$ cat src/rtl/vga_pkg.sv
// Shared VGA 640x480@60 timing constants and the small types used across
// the raster generator.
package vga_pkg;

  localparam int unsigned PIX_DIV  = 2;
  localparam int unsigned H_ACTIVE = 640;
  localparam int unsigned H_FP     = 16;
  localparam int unsigned H_SYNC   = 96;
  localparam int unsigned H_BP     = 48;
  localparam int unsigned H_TOTAL  = H_ACTIVE + H_FP + H_SYNC + H_BP;
  localparam int unsigned V_ACTIVE = 480;
  localparam int unsigned V_FP     = 10;
  localparam int unsigned V_SYNC   = 2;
  localparam int unsigned V_BP     = 33;
  localparam int unsigned V_TOTAL  = V_ACTIVE + V_FP + V_SYNC + V_BP;
  localparam logic        SYNC_POL = 1'b0;

  typedef logic [5:0] color_t;
  typedef logic [9:0] pos_t;

  // Inclusive unsigned range test; positions are zero-extended, never signed.
  function automatic logic in_range(input pos_t v, input int unsigned lo,
                                    input int unsigned hi);
    return (32'(v) >= lo) && (32'(v) <= hi);
  endfunction

endpackage

$ cat src/rtl/vga_wrap_counter.sv
// Enabled 0..MAX-1 wrapping position counter; one instance tracks columns,
// another tracks rows.
module vga_wrap_counter
  import vga_pkg::*;
#(
  parameter int unsigned MAX = 800
) (
  input  logic clk,
  input  logic reset,
  input  logic en,
  output pos_t count,
  output logic wrap
);

  pos_t count_q, count_d;

  assign wrap  = (count_q == pos_t'(MAX - 1));
  assign count = count_q;

  always_comb begin
    count_d = count_q;
    if (en) begin
      count_d = wrap ? '0 : count_q + 1'b1;
    end
  end

  always_ff @(posedge clk) begin
    if (reset) begin
      count_q <= '0;
    end else begin
      count_q <= count_d;
    end
  end

endmodule

$ cat src/rtl/vga_timing.sv
// VGA raster timing: pixel divider, column/row counters, and the registered
// sync/RGB pin stage that trails the counters by exactly one pixel.
module vga_timing
  import vga_pkg::pos_t, vga_pkg::color_t, vga_pkg::in_range;
#(
  parameter int unsigned PIX_DIV  = vga_pkg::PIX_DIV,
  parameter int unsigned H_ACTIVE = vga_pkg::H_ACTIVE,
  parameter int unsigned H_FP     = vga_pkg::H_FP,
  parameter int unsigned H_SYNC   = vga_pkg::H_SYNC,
  parameter int unsigned H_BP     = vga_pkg::H_BP,
  parameter int unsigned V_ACTIVE = vga_pkg::V_ACTIVE,
  parameter int unsigned V_FP     = vga_pkg::V_FP,
  parameter int unsigned V_SYNC   = vga_pkg::V_SYNC,
  parameter int unsigned V_BP     = vga_pkg::V_BP,
  parameter logic        SYNC_POL = vga_pkg::SYNC_POL
) (
  input  logic       clk,
  input  logic       reset,
  output logic       on,
  output pos_t       colPos,
  output pos_t       rowPos,
  input  color_t     color,
  output logic       pix_en,
  output logic       hsync,
  output logic       vsync,
  output logic [1:0] vga_r,
  output logic [1:0] vga_g,
  output logic [1:0] vga_b,
  output logic       frame_tick
);

  localparam int unsigned H_TOTAL  = H_ACTIVE + H_FP + H_SYNC + H_BP;
  localparam int unsigned V_TOTAL  = V_ACTIVE + V_FP + V_SYNC + V_BP;
  localparam int unsigned HS_START = H_ACTIVE + H_FP;
  localparam int unsigned HS_END   = H_ACTIVE + H_FP + H_SYNC - 1;
  localparam int unsigned VS_START = V_ACTIVE + V_FP;
  localparam int unsigned VS_END   = V_ACTIVE + V_FP + V_SYNC - 1;
  localparam int unsigned DIV_W    = (PIX_DIV > 1) ? $clog2(PIX_DIV) : 1;
  localparam logic [DIV_W-1:0] DIV_LAST = DIV_W'(PIX_DIV - 1);

  logic [DIV_W-1:0] div_q, div_d;
  pos_t             col_pos, row_pos;
  logic             col_wrap, row_wrap;

  logic   hsync_q, hsync_d;
  logic   vsync_q, vsync_d;
  color_t rgb_q, rgb_d;
  logic   frame_tick_q, frame_tick_d;

  // With PIX_DIV=1 the divider never leaves 0, so pix_en stays high.
  assign pix_en = (div_q == DIV_LAST);
  assign div_d  = pix_en ? '0 : div_q + 1'b1;

  vga_wrap_counter #(.MAX(H_TOTAL)) u_col (
    .clk   (clk),
    .reset (reset),
    .en    (pix_en),
    .count (col_pos),
    .wrap  (col_wrap)
  );

  vga_wrap_counter #(.MAX(V_TOTAL)) u_row (
    .clk   (clk),
    .reset (reset),
    .en    (pix_en & col_wrap),
    .count (row_pos),
    .wrap  (row_wrap)
  );

  assign colPos = col_pos;
  assign rowPos = row_pos;
  assign on     = (32'(col_pos) < H_ACTIVE) && (32'(row_pos) < V_ACTIVE);

  // Sync and colour are captured together so they stay aligned at the pins.
  always_comb begin
    hsync_d      = hsync_q;
    vsync_d      = vsync_q;
    rgb_d        = rgb_q;
    frame_tick_d = 1'b0;
    if (pix_en) begin
      hsync_d      = in_range(col_pos, HS_START, HS_END) ? SYNC_POL : ~SYNC_POL;
      vsync_d      = in_range(row_pos, VS_START, VS_END) ? SYNC_POL : ~SYNC_POL;
      rgb_d        = on ? color : '0;
      frame_tick_d = col_wrap & row_wrap;
    end
  end

  always_ff @(posedge clk) begin
    if (reset) begin
      div_q        <= '0;
      hsync_q      <= ~SYNC_POL;
      vsync_q      <= ~SYNC_POL;
      rgb_q        <= '0;
      frame_tick_q <= 1'b0;
    end else begin
      div_q        <= div_d;
      hsync_q      <= hsync_d;
      vsync_q      <= vsync_d;
      rgb_q        <= rgb_d;
      frame_tick_q <= frame_tick_d;
    end
  end

  assign hsync      = hsync_q;
  assign vsync      = vsync_q;
  assign vga_r      = rgb_q[5:4];
  assign vga_g      = rgb_q[3:2];
  assign vga_b      = rgb_q[1:0];
  assign frame_tick = frame_tick_q;

endmodule

$ cat config.mk
export PLATFORM = sky130hd
export DESIGN_NAME = vga_timing
export DESIGN_NICKNAME = d
export VERILOG_FILES = /design/src/rtl/vga_pkg.sv /design/src/rtl/vga_wrap_counter.sv /design/src/rtl/vga_timing.sv
export SDC_FILE = /design/constraint.sdc
export NUM_CORES = 1
export LEC_CHECK = 0
export ABC_AREA = 1
export CORE_ASPECT_RATIO = 1.4
export CORE_MARGIN = 2
export CORE_UTILIZATION = 35
export CTS_CLUSTER_SIZE = 16
export DETAILED_ROUTE_END_ITERATION = 8
export GPL_ROUTABILITY_DRIVEN = 0
export PLACE_DENSITY = 0.71
export SYNTH_ARGS = -nofsm -noshare
export SYNTH_HDL_FRONTEND = slang
export SYNTH_SLANG_ARGS = --single-unit
$ cat constraint.sdc
create_clock -name clk -period 1.3 [get_ports clk]
set_input_delay 0.195 -clock clk [delete_from_list [all_inputs] [get_ports clk]]
set_output_delay 0.195 -clock clk [all_outputs]
set_load 0.05 [all_outputs]
### Word-level counts from Yosys, hierarchy flattened

Cells that the tools add are included.

| storage, ports and cells | value |
|---|---|
| register bits | 30 |
| input port bits | 8 |
| output and inout bits | 31 |
| word-level logic and storage cells | 31 |

| operators by class | value |
|---|---|
| add/subtract/negate cells | 3 |
| order comparisons | 6 |
| eq/ne operators | 2 |
| multiplexer cells | 5 |
| bitwise operators | 3 |
| reductions and logical operators | 5 |

Operators by type and width:

| operator | number |
|---|---|
| $add 10x1->10 const B | 2 |
| $eq 10x10->1 const B | 2 |
| $mux 10 | 2 |
| $ge 10x10->1 const B | 1 |
| $ge 10x9->1 const B | 1 |
| $le 10x10->1 const B | 1 |
| $le 10x9->1 const B | 1 |
| $lt 10x10->1 const B | 1 |
| $lt 10x9->1 const B | 1 |
| $mux 6 | 1 |
| $reduce_or 2->1 | 2 |
| $logic_and 1x1->1 | 3 |
| $and 1x1->1 | 2 |
| $mux 1 | 2 |
| $add 1x1->1 const B | 1 |
| $not 1->1 | 1 |

### Depth between registers and ports, before layout

Gate-level depths: netlist of run 1.

| depth | value |
|---|---|
| depth after elaboration | 3 |
| depth in mapped cells | 9 |
| depth with buffers taken out | 9 |

### Hierarchy

From an unflattened synthesis of run 1, not the netlist that was laid out.

| unflattened totals | value |
|---|---|
| cells, all modules | 220 |
| area, all modules | 1,542.7 um^2 |

Modules (own cells, without submodules):

| module | instances | cells each | area each (um^2) | sequential area each (um^2) |
|---|---|---|---|---|
| vga_wrap_counter (u_row) | 1 | 72 | 520.5 | 200.2 |
| vga_wrap_counter (u_col) | 1 | 68 | 518.0 | 200.2 |
| vga_timing | 1 | 80 | 504.2 | 200.2 |

### Worst setup path after synthesis of run 1

Ideal clock, no wire load.

| timing path | value |
|---|---|
| path kind | reg-to-reg |
| from | register u_col.count_q[8], in the netlist u_col.count[8] |
| to | register rgb_q[0] |
| setup time | 0.063 ns |
| arrival time | 1.861 ns |
| data required time | 1.237 ns |
| path slack | -0.624 ns |
| stages on the path, launching flop included | 5 |
| buffers on the path | 0 |
| period minus slack after synthesis | 1.924 ns |
| path through | dfxtp_1 > nor2_1 > nor3_2 > nand3_1 > nand2_1 |

| on the way | value |
|---|---|
| longest elaborated chain between the ends | 3 |

RTL lines:

| item | RTL line | source |
|---|---|---|
| start, declared | vga_wrap_counter.sv:15 | `pos_t count_q, count_d;` |
| start signal, assigned | vga_wrap_counter.sv:31 | `count_q <= count_d;` |
| $lt 10x10->1 | vga_timing.sv:72 | `assign on = (32'(col_pos) < H_ACTIVE) && (32'(row_pos) < V_ACTIVE);` |
| $logic_and 1x1->1 | vga_timing.sv:72 |  |
| named net on | vga_timing.sv:19 | `output logic on,` |
| $mux 6 | vga_timing.sv:83 | `rgb_d = on ? color : '0;` |
| end signal, assigned | vga_timing.sv:99 | `rgb_q <= rgb_d;` |
| end, declared | vga_timing.sv:47 | `color_t rgb_q, rgb_d;` |

The timed path passes the listed nets, and every way through them passes these cells.
A chain may end at the register's enable or synchronous reset.

### Final worst setup path of run 1

| timing path | value |
|---|---|
| from | register u_row.count_q[5], in the netlist u_row.count[5] |
| to | output on |

| on the way | value |
|---|---|
| longest elaborated chain between the ends | 2 |

RTL lines:

| item | RTL line |
|---|---|
| start, declared | vga_wrap_counter.sv:15 |
| start signal, assigned | vga_wrap_counter.sv:31 |
| $lt 10x9->1 | vga_timing.sv:72 |
| $logic_and 1x1->1 | vga_timing.sv:72 |
| end, declared | vga_timing.sv:19 |

No other way between the ends.

==> metrics.yaml, run 1 <==
timing:
  slew_headroom_pct: 75.8
  finalClockSkew_ps: 2.89
  setup_violations: 9
  rsz0062_at_grt: "yes"
  max_freq_mhz: 715
  slew_viol_final: 0
  worst_pin_slew_ps: 362
  finalCritPeriodShare_pct: 108
  hold_viol_final: 0
  period_minus_slack_ps: 1400
  finalWorstSetupSlack_ps: -97.9
  whs_ps: 468
grt:
  grt_pass1_vias: 1641
  track_usage_pct: 19.3
  grt_util_met1_pct: 21.1
  antenna_found_initial: 0
  grt_max_degree: 10
  use_met3_pct: 3.62
  busiest_layer: "met2"
  grt_pass1_wl_um: 7130
  grtUsageMet2_pct: 34.5
  grt-ovfl-total: 0
layout:
  fin_nets: 310
  n_antenna_cell: 0
  design_area_um2: 2810
  drive_above_1_share_pct: 43.1
  final_core_util_pct: 67.4
  fill_cells: 320
  syn_to_final_growth_pct: 86.5
drt:
  first_iter_violations: 52
  postRouteAntennaNets: 0
  viasPerCell: 4.99
  drt-total-wl_um: 4390
  drc: 0
  drt_pre_antenna_iters: 4
  num_vias: 1716
  wire_per_inst_um: 12.8
critical_path:
  required_ps: 1110
  cp_common_cell: "nor3_4"
  critical_path_class: "flop to primary output"
  endpoint_kind: "primary output"
  reg2reg_depth: 8
  crit_path_max_fanout: 2
  worstPathCellList: "nand2_4 > nor3_4 > nor3_4 > buf_12"
  arrival_ps: 1200
  cp-start-kind: "flop"
  critPathMaxStageDelay_ps: 360
  crit_buf_inv: 1
  worst-path-stages: 4
  cp_top_family: "simple AND/OR/NAND/NOR gates"
  slowest_stage: "dfxtp_4"
synthesis:
  synthTopCellsByArea: "dfxtp_1, nand2_1, nor2_1, inv_1, nand3_1"
  syn_inst: 221
  synth_cell_types: 24
  ys.flop_type: "dfxtp_1"
  netlist_top_cells_count: "nand2_1, nor2_1, dfxtp_1"
  syn-cell-area_um2: 1510
  postSynthAreaPerCell_um2: 6.82
  yosysMostFrequentCell: "nand2_1"
  async_flop_share_pct: 0
  synth.yosys.seq_area_share_pct: 39.9
  synth-edff-count: 0
  synth_nets: 233
  synth.top_cell.area_share_pct: 39.9
  yosys.area.top_type: "dfxtp_1"
  ys_warn_count: 0
  ys_ff_latch: 30
outcome:
  status: "finished, violations left"
  violations: "negative setup slack"
clock_network:
  cts_tree: "built"
  clk_path_buf_depth: 2
  cts.sinks: 30
  clock_latency_ps: 280
  cts.root.buffer_cell: "clkbuf_8"
  cts.htree.levels: 2
  clk_pin_slew_worst_paths_ps: 60
  numCtsBuffers: 5
pwr:
  powerDensity_nw_per_um2: 677
  p_total_mw: 1.90
  power_leakage_nw: 1.27
  irDropWorstVdd_uv: 754
die:
  die_w_um: 59.4
  coreArea_um2: 4170
  die_height_um: 81.6
  die-area_um2: 4850
  initial_core_util_pct: 36.1
  ios: 39
  rows: 28
min_path:
  hold_depth: 3
  hold_class: "input pin to flop"
placed_design:
  placed_cell_area_um2: 2530
  detailed_place_hpwl_um: 3170
  io_buffers: 38
  dpl_worst_slack_ps: -87.9
flow_run:
  max-cap-violations: 0
[sequential cells by signal, indices dropped and copies added, names as in the netlist]
name and cells:
hsync 1, u_col.count 10, rgb_q 6, u_row.count 10, pix_en 1, frame_tick 1
vsync 1
[report_power, final]
part           switching [mW]  total, mW  internal, mW
clock network           0.345      0.712         0.367
registers              0.0200      0.935         0.915
logic                   0.131      0.253         0.123
total                   0.496       1.90          1.40
[cell usage in the layout, fill, tap and decap left out, types with 5 or more instances in the layout]
cell type,netlist,layout
nand2_4,0,5
dfxtp_1,30,9
a21oi_1,7,7
nand2_2,2,8
dfxtp_2,0,8
nand3_1,20,18
clkdlybuf4s50_1,0,7
clkbuf_8,0,5
inv_1,29,24
nor2_4,1,6
o21ai_0,9,6
dfxtp_4,0,13
nor2_1,39,32
buf_4,0,31
nand4_1,5,5
buf_12,0,31
nand2_1,55,44
[through the flow]
stage,setup TNS [ps],std cells
after floorplan,-1740,221
after global placement,-799,327
after detailed placement,-1240,327
after CTS,-92.9,343
after global routing,-1330,344
final,-243,344
[cells by family (layout without fill, tap and decap cells)]
kind of cell	count (synthesis)	count (layout)	share of synthesized area, %
DFF	30	30	39.9
and+or+nand+nor	133	134	39.6
adders and majority gates	4	4	3.32
xor gates and xnor gates	3	3	1.74
buffers and inverters	31	108	8.22
AOI/OAI and AO/OA	20	20	7.23
[worst register-to-register path, stage by stage (launching register included)]
cell and delay, ps:
dfxtp_4 360, ha_4 140, nand2_4 60, nor2_4 120, nand2_4 100, nor2_8 210, a21oi_4 110, nand2_1 90
nor2_1 40
[final timing paths]
kind	startpoint	end	slack (ps)
setup / recovery	u_row.count[5]	on	-100
hold / removal	color[5]	rgb_q[5]	470
setup reg to reg	u_col.count[1]	u_row.count[5]	-30
hold reg to reg	rgb_q[0]	rgb_q[0]	490
[routing by layer]
| metal | up-vias | wire, um |
|---|---|---|
| met5 | - | 0 |
| met4 | 0 | 121 |
| met3 | 14 | 141 |
| met1 | 800 | 1670 |
| met2 | 46 | 2450 |
| li1 | 856 | - |
[final cells by class]
class	instances	area, um^2	area share, %
Clock buffer	6	72.6	2.58
Clock inverter	2	8.76	0.312
Inverter	29	111	3.96
Multi-Input combinational cell	161	955	34.0
Sequential cell	30	659	23.5
Tap cell	45	56.3	2.00
Timing Repair Buffer	71	946	33.7
[repair_timing]
action	in CTS	in global routing
setup buffers	7	2
gates resized for setup	14	25
cloned	1	0
pin swaps	5	10
endpoints found under the hold margin	0	0
hold buffers	0	0
endpoints found under the setup margin	10	25
No activity file was read; power rests on OpenSTA's default activity.
==> run 2, diff against run 1 <==
--- a/config.mk
+++ b/config.mk
@@ -12,7 +12,7 @@
 export CTS_CLUSTER_SIZE = 16
 export DETAILED_ROUTE_END_ITERATION = 8
 export GPL_ROUTABILITY_DRIVEN = 0
-export PLACE_DENSITY = 0.71
+export PLACE_DENSITY = 0.69
 export SYNTH_ARGS = -nofsm -noshare
 export SYNTH_HDL_FRONTEND = slang
 export SYNTH_SLANG_ARGS = --single-unit
==> constraint.sdc (replaced) <==
create_clock -name clk -period 1.6 [get_ports clk]
set_input_delay 0.24 -clock clk [delete_from_list [all_inputs] [get_ports clk]]
set_output_delay 0.24 -clock clk [all_outputs]
set_load 0.05 [all_outputs]
==> run 2 against run 1 <==
- the flow now finishes without violations
- global-route usage is 2.6 points lower
- non-clock buffer count is 21 lower
- design area is 23% lower
- via count is 9.0% lower
- final cell count is 6.4% lower
- power is 19% lower
- combinational power is 42% lower
- largest power group unchanged
- highest routed layer unchanged
==> metrics.yaml, run 2 (synthesized netlist as in run 1, its figures left out) <==
grt:
  grt-ovfl-total: 0  # unchanged
  grt_max_degree: 16  # +6
  grt_pass1_wl_um: 6140  # -14%
  track_usage_pct: 16.7  # -2.6 points
  grt_pass1_vias: 1459  # -11%
  antenna_found_initial: 0  # unchanged
drt:
  route.met3.wl_um: 183  # +30%
  dr.max_layer_used: "met4"
  postRouteAntennaNets: 0  # unchanged
  m1WireLength_um: 1520  # -9.2%
  first_iter_violations: 64  # +23%
  wire_per_inst_um: 11.5  # -9.7%
  drt-total-wl_um: 3710  # -15%
  drc: 0  # unchanged
  viasPerCell: 4.85  # -2.8%
  wl_met2_um: 1890  # -23%
  num_vias: 1561  # -9.0%
  drt_pre_antenna_iters: 4  # unchanged
pwr:
  internal_power_mw: 1.16  # -17%
  clkPwrFrac_pct: 40.4  # +2.9 points
  seqPwrFrac_pct: 50.2  # +1.0 points
  swShare_pct: 24.9  # -1.2 points
  p_switching_uw: 385  # -22%
  irDropWorstVdd_uv: 468  # -38%
  pwr-share-comb_pct: 9.4  # -3.9 points
  p_total_mw: 1.55  # -19%
  powerDensity_nw_per_um2: 717  # +6.0%
  power_leakage_nw: 1.01  # -21%
timing:
  hold_viol_final: 0  # unchanged
  fin_setup_tns_ps: 0  # +243 ps
  rsz0062_at_grt: "no"
  worst_pin_slew_ps: 391  # +29.0 ps
  finalCritPeriodShare_pct: 93.4
  slew_viol_final: 0  # unchanged
  setup_violations: 0  # -9
  slew_headroom_pct: 73.8  # -1.9 points
  max_freq_mhz: 669
  period_minus_slack_ps: 1490
  finalClockSkew_ps: 2.21  # -0.677 ps
clock_network:
  clk_pin_slew_worst_paths_ps: 60  # about the same
  cts_tree: "built"
  clk_path_buf_depth: 2  # unchanged
  numCtsBuffers: 5  # unchanged
  cts.sinks: 30  # unchanged
  cts.root.buffer_cell: "clkbuf_8"
  clock_latency_ps: 280  # about the same
  cts.htree.levels: 2  # unchanged
die:
  ios: 39  # unchanged
  coreArea_um2: 4170  # unchanged
  die-area_um2: 4850  # unchanged
  initial_core_util_pct: 36.1  # unchanged
  die_height_um: 81.6  # unchanged
  die_w_um: 59.4  # unchanged
  rows: 28  # unchanged
critical_path:
  crit_path_max_fanout: 6  # +4
  critical_path_class: "flop to primary output"
  cp_common_cell: "nor3_4"
  required_ps: 1360  # +250 ps
  cp-start-kind: "flop"
  worstPathCellList: "inv_1 > nor3_4 > nor3_4 > buf_12"
  critPathMaxStageDelay_ps: 380  # +20 ps
  endpoint_kind: "primary output"
  slowest_stage: "dfxtp_2"
  arrival_ps: 1250  # +50 ps
layout:
  n_antenna_cell: 0  # unchanged
  fin_nets: 288  # -7.1%
  fill_cells: 407  # +27%
  multi_input_area_um2: 825  # -14%
  drive_above_1_share_pct: 25.6  # -18 points
  layout_common_cells: "nand2_1, nor2_1, buf_4"
  seqCellArea_um2: 619  # -6.1%
  syn_to_final_growth_pct: 43.1
  final_common_cell: "nand2_1"
outcome:
  status: "finished clean"
min_path:
  hold_class: "flop to flop"
flow_run:
  max-cap-violations: 0  # unchanged
placed_design:
  io_buffers: 38  # unchanged
  detailed_place_hpwl_um: 2860  # -9.7%
## run 2: path summary, 6_finish.rpt
| kind | start | end | slack (ps) | depth (start not counted) |
|---|---|---|---|---|
| max | u_row.count[7] | on | 110 | 4 |
| min | rgb_q[1] | rgb_q[1] | 460 | 2 |
| max reg2reg | u_col.count[0] | u_col.count[9] | 120 | 9 |
| min reg2reg | rgb_q[1] | rgb_q[1] | 460 | 2 |
## run 2: final cells by class
type | instances | area share [%]
multi-input combinational | 160 | 38.2
inverter | 29 | 5.05
timing repair buffer | 50 | 21.1
clock buffer | 7 | 4.00
tap | 45 | 2.61
clock inverter | 1 | 0.232
sequential | 30 | 28.7
## run 2: timing repair
| item | in CTS | in global routing |
|---|---|---|
| setup endpoints to repair | 1 | 8 |
| gates resized for setup | 2 | 6 |
| pin swaps | 1 | 2 |
| hold buffers | 0 | 0 |
| buffers inserted | 1 | 4 |
| endpoints found under the hold margin | 0 | 0 |
## run 2: per-stage QoR
stage / setup slack [ps] / cells / hold WS [ps] / util, % / cell area (um^2)
2_1_floorplan: 1.98 / 221 / 371 / - / 1530
3_3_place_gp: 121 / 309 / 440 / 47.4 / 1980
3_5_place_dp: 98.2 / 309 / 444 / 47.4 / 1980
4_1_cts: 16.0 / 318 / 457 / 50.0 / 2090
5_1_grt: 24.3 / 322 / 479 / 51.7 / 2160
6_report: 105 / 322 / 456 / 51.7 / 2160
## run 2: layer usage
layer,up-vias,track usage [%]
met5,-,0
met2,49,29.2
met4,0,9.09
met1,694,17.9
li1,806,-
met3,12,4.41
## run 2: power by group through the flow
stage / logic (mW) / registers (mW) / clock network [mW]
after floorplan: 0.0340 / 0.841 / 0
after global placement: 0.145 / 0.790 / 0
after detailed placement: 0.146 / 0.790 / 0
after CTS: 0.146 / 0.774 / 0.642
after global routing: 0.159 / 0.778 / 0.670
final: 0.146 / 0.776 / 0.624
## run 2: critical path: cells and delay by family (launching register included)
family,cells,cell delay [ps]
buf+inv,2,260
flops,1,380
simple gates,2,330
